File: src/rtl/z80_ir_unit.sv
// ---------------------------------------------------------------------------
// z80_ir_unit
//
// I/R special-register unit of the Z80 core. It holds the interrupt-vector
// register I and the memory-refresh register R, executes LD I,A / LD R,A and
// LD A,I / LD A,R (including Z80 flag generation), auto-increments the low
// bits of R on every M1 opcode fetch and times the refresh-address window.
//
// Handshake: every strobe input is a single-clock pulse that is always
// accepted (there is no ready/back-pressure). Each output "valid" is a
// registered single-clock pulse or level that qualifies its data bus.
//
// Parameters
//   R_INC_BITS     low R bits that auto-increment (1..8); upper bits are kept
//   REFRESH_CYCLES refresh window length in clocks (1..15)
//   RESET_I        reset value of I
//   RESET_R        reset value of R
//
// Ports
//   clk, reset       core clock, asynchronous active-high reset
//   m1_fetch         pulse per completed M1 opcode fetch (prefixes included)
//   ld_i_a, ld_r_a   load I / R from a_in
//   a_in             current accumulator
//   rd_req, rd_sel   LD A,I (rd_sel=0) or LD A,R (rd_sel=1)
//   f_in, iff2       current F and IFF2, sampled with rd_req
//   a_out, f_out     read result, qualified by rd_valid (held until next read)
//   rd_valid         one-clock pulse one clock after rd_req
//   refresh_start    pulse at M1 T3, opens the refresh window
//   refresh_addr     {I, R} latched at refresh_start
//   refresh_valid    high for the duration of the refresh window
//   reg_i, reg_r     current I and R
// ---------------------------------------------------------------------------
module z80_ir_unit #(
    parameter int          R_INC_BITS     = 7,
    parameter int          REFRESH_CYCLES = 2,
    parameter logic [7:0]  RESET_I        = 8'h00,
    parameter logic [7:0]  RESET_R        = 8'h00
) (
    input  logic        clk,
    input  logic        reset,
    input  logic        m1_fetch,
    input  logic        ld_i_a,
    input  logic        ld_r_a,
    input  logic [7:0]  a_in,
    input  logic        rd_req,
    input  logic        rd_sel,
    input  logic [7:0]  f_in,
    input  logic        iff2,
    output logic [7:0]  a_out,
    output logic [7:0]  f_out,
    output logic        rd_valid,
    input  logic        refresh_start,
    output logic [15:0] refresh_addr,
    output logic        refresh_valid,
    output logic [7:0]  reg_i,
    output logic [7:0]  reg_r
);

    // Mask of the R bits that take part in the auto-increment. A 9-bit
    // intermediate keeps R_INC_BITS=8 from overflowing the shift.
    localparam logic [8:0] INC_ONE  = 9'd1 << R_INC_BITS;
    localparam logic [7:0] INC_MASK = 8'(INC_ONE - 9'd1);

    // Counter reload value: the window lasts CNT_LOAD+1 clocks.
    localparam logic [3:0] CNT_LOAD = 4'(REFRESH_CYCLES - 1);

    typedef enum logic {
        ST_IDLE   = 1'b0,
        ST_ACTIVE = 1'b1
    } refresh_state_t;

    // -----------------------------------------------------------------------
    // State
    // -----------------------------------------------------------------------
    logic [7:0]     i_q, i_d;
    logic [7:0]     r_q, r_d;
    logic [7:0]     a_out_q, a_out_d;
    logic [7:0]     f_out_q, f_out_d;
    logic           rd_valid_q, rd_valid_d;
    logic [15:0]    refresh_addr_q, refresh_addr_d;
    logic [3:0]     cnt_q, cnt_d;
    refresh_state_t state_q, state_d;

    // Read source and the value R takes on an increment
    logic [7:0]     r_inc;
    logic [7:0]     rd_val;

    // -----------------------------------------------------------------------
    // I/R register update
    // -----------------------------------------------------------------------
    always_comb begin
        r_inc = (r_q & ~INC_MASK) | ((r_q + 8'd1) & INC_MASK);

        i_d = i_q;
        if (ld_i_a) begin
            i_d = a_in;
        end

        // An explicit write takes priority over the fetch increment.
        r_d = r_q;
        if (ld_r_a) begin
            r_d = a_in;
        end else if (m1_fetch) begin
            r_d = r_inc;
        end
    end

    // -----------------------------------------------------------------------
    // LD A,I / LD A,R: reads see this cycle's write/increment (bypass).
    // -----------------------------------------------------------------------
    always_comb begin
        rd_val     = rd_sel ? r_d : i_d;
        a_out_d    = a_out_q;
        f_out_d    = f_out_q;
        rd_valid_d = rd_req;
        if (rd_req) begin
            a_out_d = rd_val;
            // S Z Y H X P/V N C
            f_out_d = {rd_val[7], (rd_val == 8'h00), rd_val[5], 1'b0,
                       rd_val[3], iff2, 1'b0, f_in[0]};
        end
    end

    // -----------------------------------------------------------------------
    // Refresh window FSM
    // -----------------------------------------------------------------------
    always_comb begin
        state_d        = state_q;
        cnt_d          = cnt_q;
        refresh_addr_d = refresh_addr_q;

        case (state_q)
            ST_IDLE: begin
                if (refresh_start) begin
                    state_d        = ST_ACTIVE;
                    cnt_d          = CNT_LOAD;
                    refresh_addr_d = {i_d, r_d};
                end
            end
            ST_ACTIVE: begin
                if (refresh_start) begin
                    // Restart: re-latch the address and reload the window.
                    cnt_d          = CNT_LOAD;
                    refresh_addr_d = {i_d, r_d};
                end else if (cnt_q == 4'd0) begin
                    state_d = ST_IDLE;
                end else begin
                    cnt_d = cnt_q - 4'd1;
                end
            end
            default: begin
                state_d = ST_IDLE;
                cnt_d   = 4'd0;
            end
        endcase
    end

    always_ff @(posedge clk or posedge reset) begin
        if (reset) begin
            state_q <= ST_IDLE;
        end else begin
            state_q <= state_d;
        end
    end

    always_ff @(posedge clk or posedge reset) begin
        if (reset) begin
            i_q            <= RESET_I;
            r_q            <= RESET_R;
            a_out_q        <= 8'h00;
            f_out_q        <= 8'h00;
            rd_valid_q     <= 1'b0;
            refresh_addr_q <= 16'h0000;
            cnt_q          <= 4'd0;
        end else begin
            i_q            <= i_d;
            r_q            <= r_d;
            a_out_q        <= a_out_d;
            f_out_q        <= f_out_d;
            rd_valid_q     <= rd_valid_d;
            refresh_addr_q <= refresh_addr_d;
            cnt_q          <= cnt_d;
        end
    end

    // -----------------------------------------------------------------------
    // Outputs (all straight from flops; refresh_valid is the state bit, so
    // it drops as soon as reset asserts)
    // -----------------------------------------------------------------------
    assign reg_i         = i_q;
    assign reg_r         = r_q;
    assign a_out         = a_out_q;
    assign f_out         = f_out_q;
    assign rd_valid      = rd_valid_q;
    assign refresh_addr  = refresh_addr_q;
    assign refresh_valid = (state_q == ST_ACTIVE);

endmodule
File: config.mk
export PLATFORM = sky130hd
export DESIGN_NAME = z80_ir_unit
export DESIGN_NICKNAME = d
export VERILOG_FILES = /design/src/rtl/z80_ir_unit.sv
export SDC_FILE = /design/constraint.sdc
export NUM_CORES = 1
export LEC_CHECK = 0
export ABC_AREA = 1
export CAP_MARGIN = 20
export CORE_MARGIN = 4
export CORE_UTILIZATION = 40
export DETAILED_ROUTE_END_ITERATION = 8
export GPL_TIMING_DRIVEN = 0
export MAX_ROUTING_LAYER = met4
export PLACE_DENSITY = 0.8
export SYNTH_ARGS = -nofsm -noshare
export SYNTH_HDL_FRONTEND = slang
export SYNTH_SLANG_ARGS = --single-unit
File: constraint.sdc
create_clock -name clk -period 4.8 [get_ports clk]
set_clock_uncertainty 0.2 [all_clocks]
set_input_delay 0.96 -clock clk [delete_from_list [all_inputs] [get_ports clk]]
set_output_delay 0.96 -clock clk [all_outputs]
set_load 0.02 [all_outputs]
==> metrics.csv <==
metric,value,unit
ys_seq_area_share,56.2,%
die_x,81.9,um
area_delta_synth_final,37.8,%
port_buffers,64,
crit_type,input pin to flop,
fin_crit,2.62,ns
cp.depth,11,
clk_latency,0.30,ns
status,finished clean,
synth_cell_types,24,
cts_num_sinks,49,
power.density,353,nW/um^2
drive_above_1_share,5.71,%
route.vias.total,1932,
crit_arrival,2.65,ns
placed_area,2940,sq um
placed_cells,397,
finalSetupViolCount,0,
syn-cell-area,2180,sq um
wirelength,5.30,mm
cts.reportedPaths.clkPinSlew,0.08,ns
synth_fa_ha_area_share,1.15,%
p_leak,0.00145,uW
clock.fmax,382,MHz
n_antenna_cell,0,
setup_ws,2.18,ns
ant_nets,0,
worstHoldPathCells,2,
grt_max_degree,32,
drc_errors,0,
fin_cells,403,
rsz0062_at_grt,no,
p_clk_share,20.8,%
dieArea,6700,sq um
cts_resized,0,
cts_buffer_depth,2,
cpLargestDelayFamily,simple AND/OR/NAND/NOR gates,
pwr-share-comb,31.5,%
startpoint_type,input pin,
track_usage,17.9,%
coreArea,5200,sq um
min_path_type,flop to flop,
num_rows,26,
cts_hold_buf,0,
postCtsSetupRepairBufs,0,
viasPerCell,4.79,
die_h,81.9,um
hpwl,4.27,mm
min_period_over_period,54.5,%
mostFrequentLayoutCell,nand2_1,
fillers,475,
yosys.area_share.simple,24.7,%
cp_data_required_time,4.84,ns
crit_path_cell_trace,clkdlybuf4s50_1 > inv_2 > buf_6 > or2_1 > nand3_1 > nand2_1 > nor2_1 > nand3_1 > nor2_1 > nand2_1 > nand2_1,
crit_path_end_kind,flop,
num-nets-final,361,
synthCells,261,
cp.buffers_inverters,3,
cts_buffers,5,
internal_power,713,uW
cap_violations,0,
synthMuxAreaShare,0,%
switchingPower,348,uW
routedWlPerCell,13.1,um
synthXorXnorAreaFrac,0,%
htree_levels,2,
hold_viol,0,
synth_warnings,0,
setup_tns,0,ns
grt_pass1_wl,8.78,mm
seq_power_share,47.7,%
slowest_delay,0.60,ns
yosys_register_bits,49,
synth-compound-area-share,9.23,%
worst_path_max_delay_cell,clkdlybuf4s50_1,
grt_antenna_before_repair,0,
synth_top_family_by_area,simple AND/OR/NAND/NOR gates,
post-route-cell-area,3010,sq um
first_global_vias,1896,
syn_avg_cell_area,8.37,sq um
dr.pass1.iters,4,
maxSlewViolCount,0,
globalplace.congestion,0.832,
crit_fanout,10,
pin_count,75,
cp_common_cell,nand2_1,
grt_remaining_overflow,0,
cts_root_buffer,clkbuf_8,
cts_tree,done,
final_cell_mix,"nand2_1, clkdlybuf4s50_1, dfrtp_1",
start_util,41.9,%
pre_cts_ws,1.92,ns
drt_iter0_markers,56,
ir_drop,0.244,mV
r2r_cells,10,
swShare,32.8,%
-- logic make-up (layout without fill, tap and decap cells) --
family                     count (synthesis)  in the layout
DFF                                       49             49
and+or+nand+nor                          134            134
AOI/OAI and AO/OA                         36             36
other                                      1              2
adders and majority gates                  2              2
buffers and inverters                     39            110
-- state kept, by name, summed over array words and instances (netlist names) --
| signal | count |
|---|---|
| a_out | 8 |
| cnt_q | 4 |
| f_out | 3 |
| rd_valid | 1 |
| refresh_addr | 16 |
| refresh_valid | 1 |
| reg_i | 8 |
| reg_r | 8 |
-- layout make-up --
| class | count | area (sq um) | share of cell area [%] |
|---|---|---|---|
| Sequential cell | 49 | 1230 | 40.7 |
| Timing Repair Buffer | 65 | 661 | 22.0 |
| Tap cell | 70 | 87.6 | 2.91 |
| Inverter | 26 | 97.6 | 3.24 |
| Clock inverter | 1 | 5.00 | 0.166 |
| Clock buffer | 5 | 68.8 | 2.29 |
| Buffer | 13 | 90.1 | 2.99 |
| Multi-Input combinational cell | 174 | 773 | 25.7 |
-- power groups by stage --
stage	clock [uW]	sequential [uW]	combinational (uW)
finish	221	506	334
global route	243	515	370
CTS	230	507	338
detailed placement	0	514	337
global placement	0	513	326
floorplan	0	561	140
-- metrics by stage --
step                utilization (%)  total power, uW  hold WS, ns
floorplan                         -              701        0.290
global placement               56.0              839        0.258
detailed placement             56.4              851        0.264
CTS                            57.8             1070        0.283
global route                   57.8             1130        0.315
finish                         57.8             1060        0.276
-- final timing paths --
| check | start | to | slack (ns) |
|---|---|---|---|
| worst max-delay path | ld_r_a | f_out[6] | 2.18 |
| min in group asynchronous | reset | refresh_addr[0] | 0.76 |
| worst min register to register | f_out[2] | f_out[2] | 0.28 |
| max in group asynchronous | reset | cnt_q[3] | 3.15 |
| worst min-delay path | f_out[2] | f_out[2] | 0.28 |
| worst max register to register | reg_r[0] | f_out[6] | 2.98 |
-- worst register-to-register path, cell delays in order, from the launching register on --
cell and delay, ns:
dfrtp_1 0.41, ha_1 0.30, nand2_1 0.07, nand3_1 0.12, nand3_1 0.13, nand2_1 0.09, nor2_1 0.09, nand3_1 0.07
nor2_1 0.15, nand2_1 0.07, nand2_1 0.05
-- synthesized netlist by cell type, drive strengths merged --
master,number,area share [%]
inv,26,4.5
nand3,21,4.8
o21ai,18,4.1
or2,2,0.57
o211ai,1,0.34
dfrtp,49,56
a21oi,4,0.92
o21bai,1,0.34
nor2,18,3.1
ha,2,1.1
clkbuf,3,0.97
o22ai,1,0.29
nand2,91,16
o21a,1,0.34
buf,10,3.2
and2,2,0.57
a31oi,10,2.9
conb,1,0.17
-- layer usage --
layer / wire [um] / vias up / GRT usage (%)
met2: 2660 / 50 / 29.1
met3: 250 / 9 / 3.62
met1: 2280 / 906 / 22.1
met5: 0 / - / -
li1: - / 967 / -
met4: 106 / 0 / 6.64
Power figures use the tool's default switching activity.
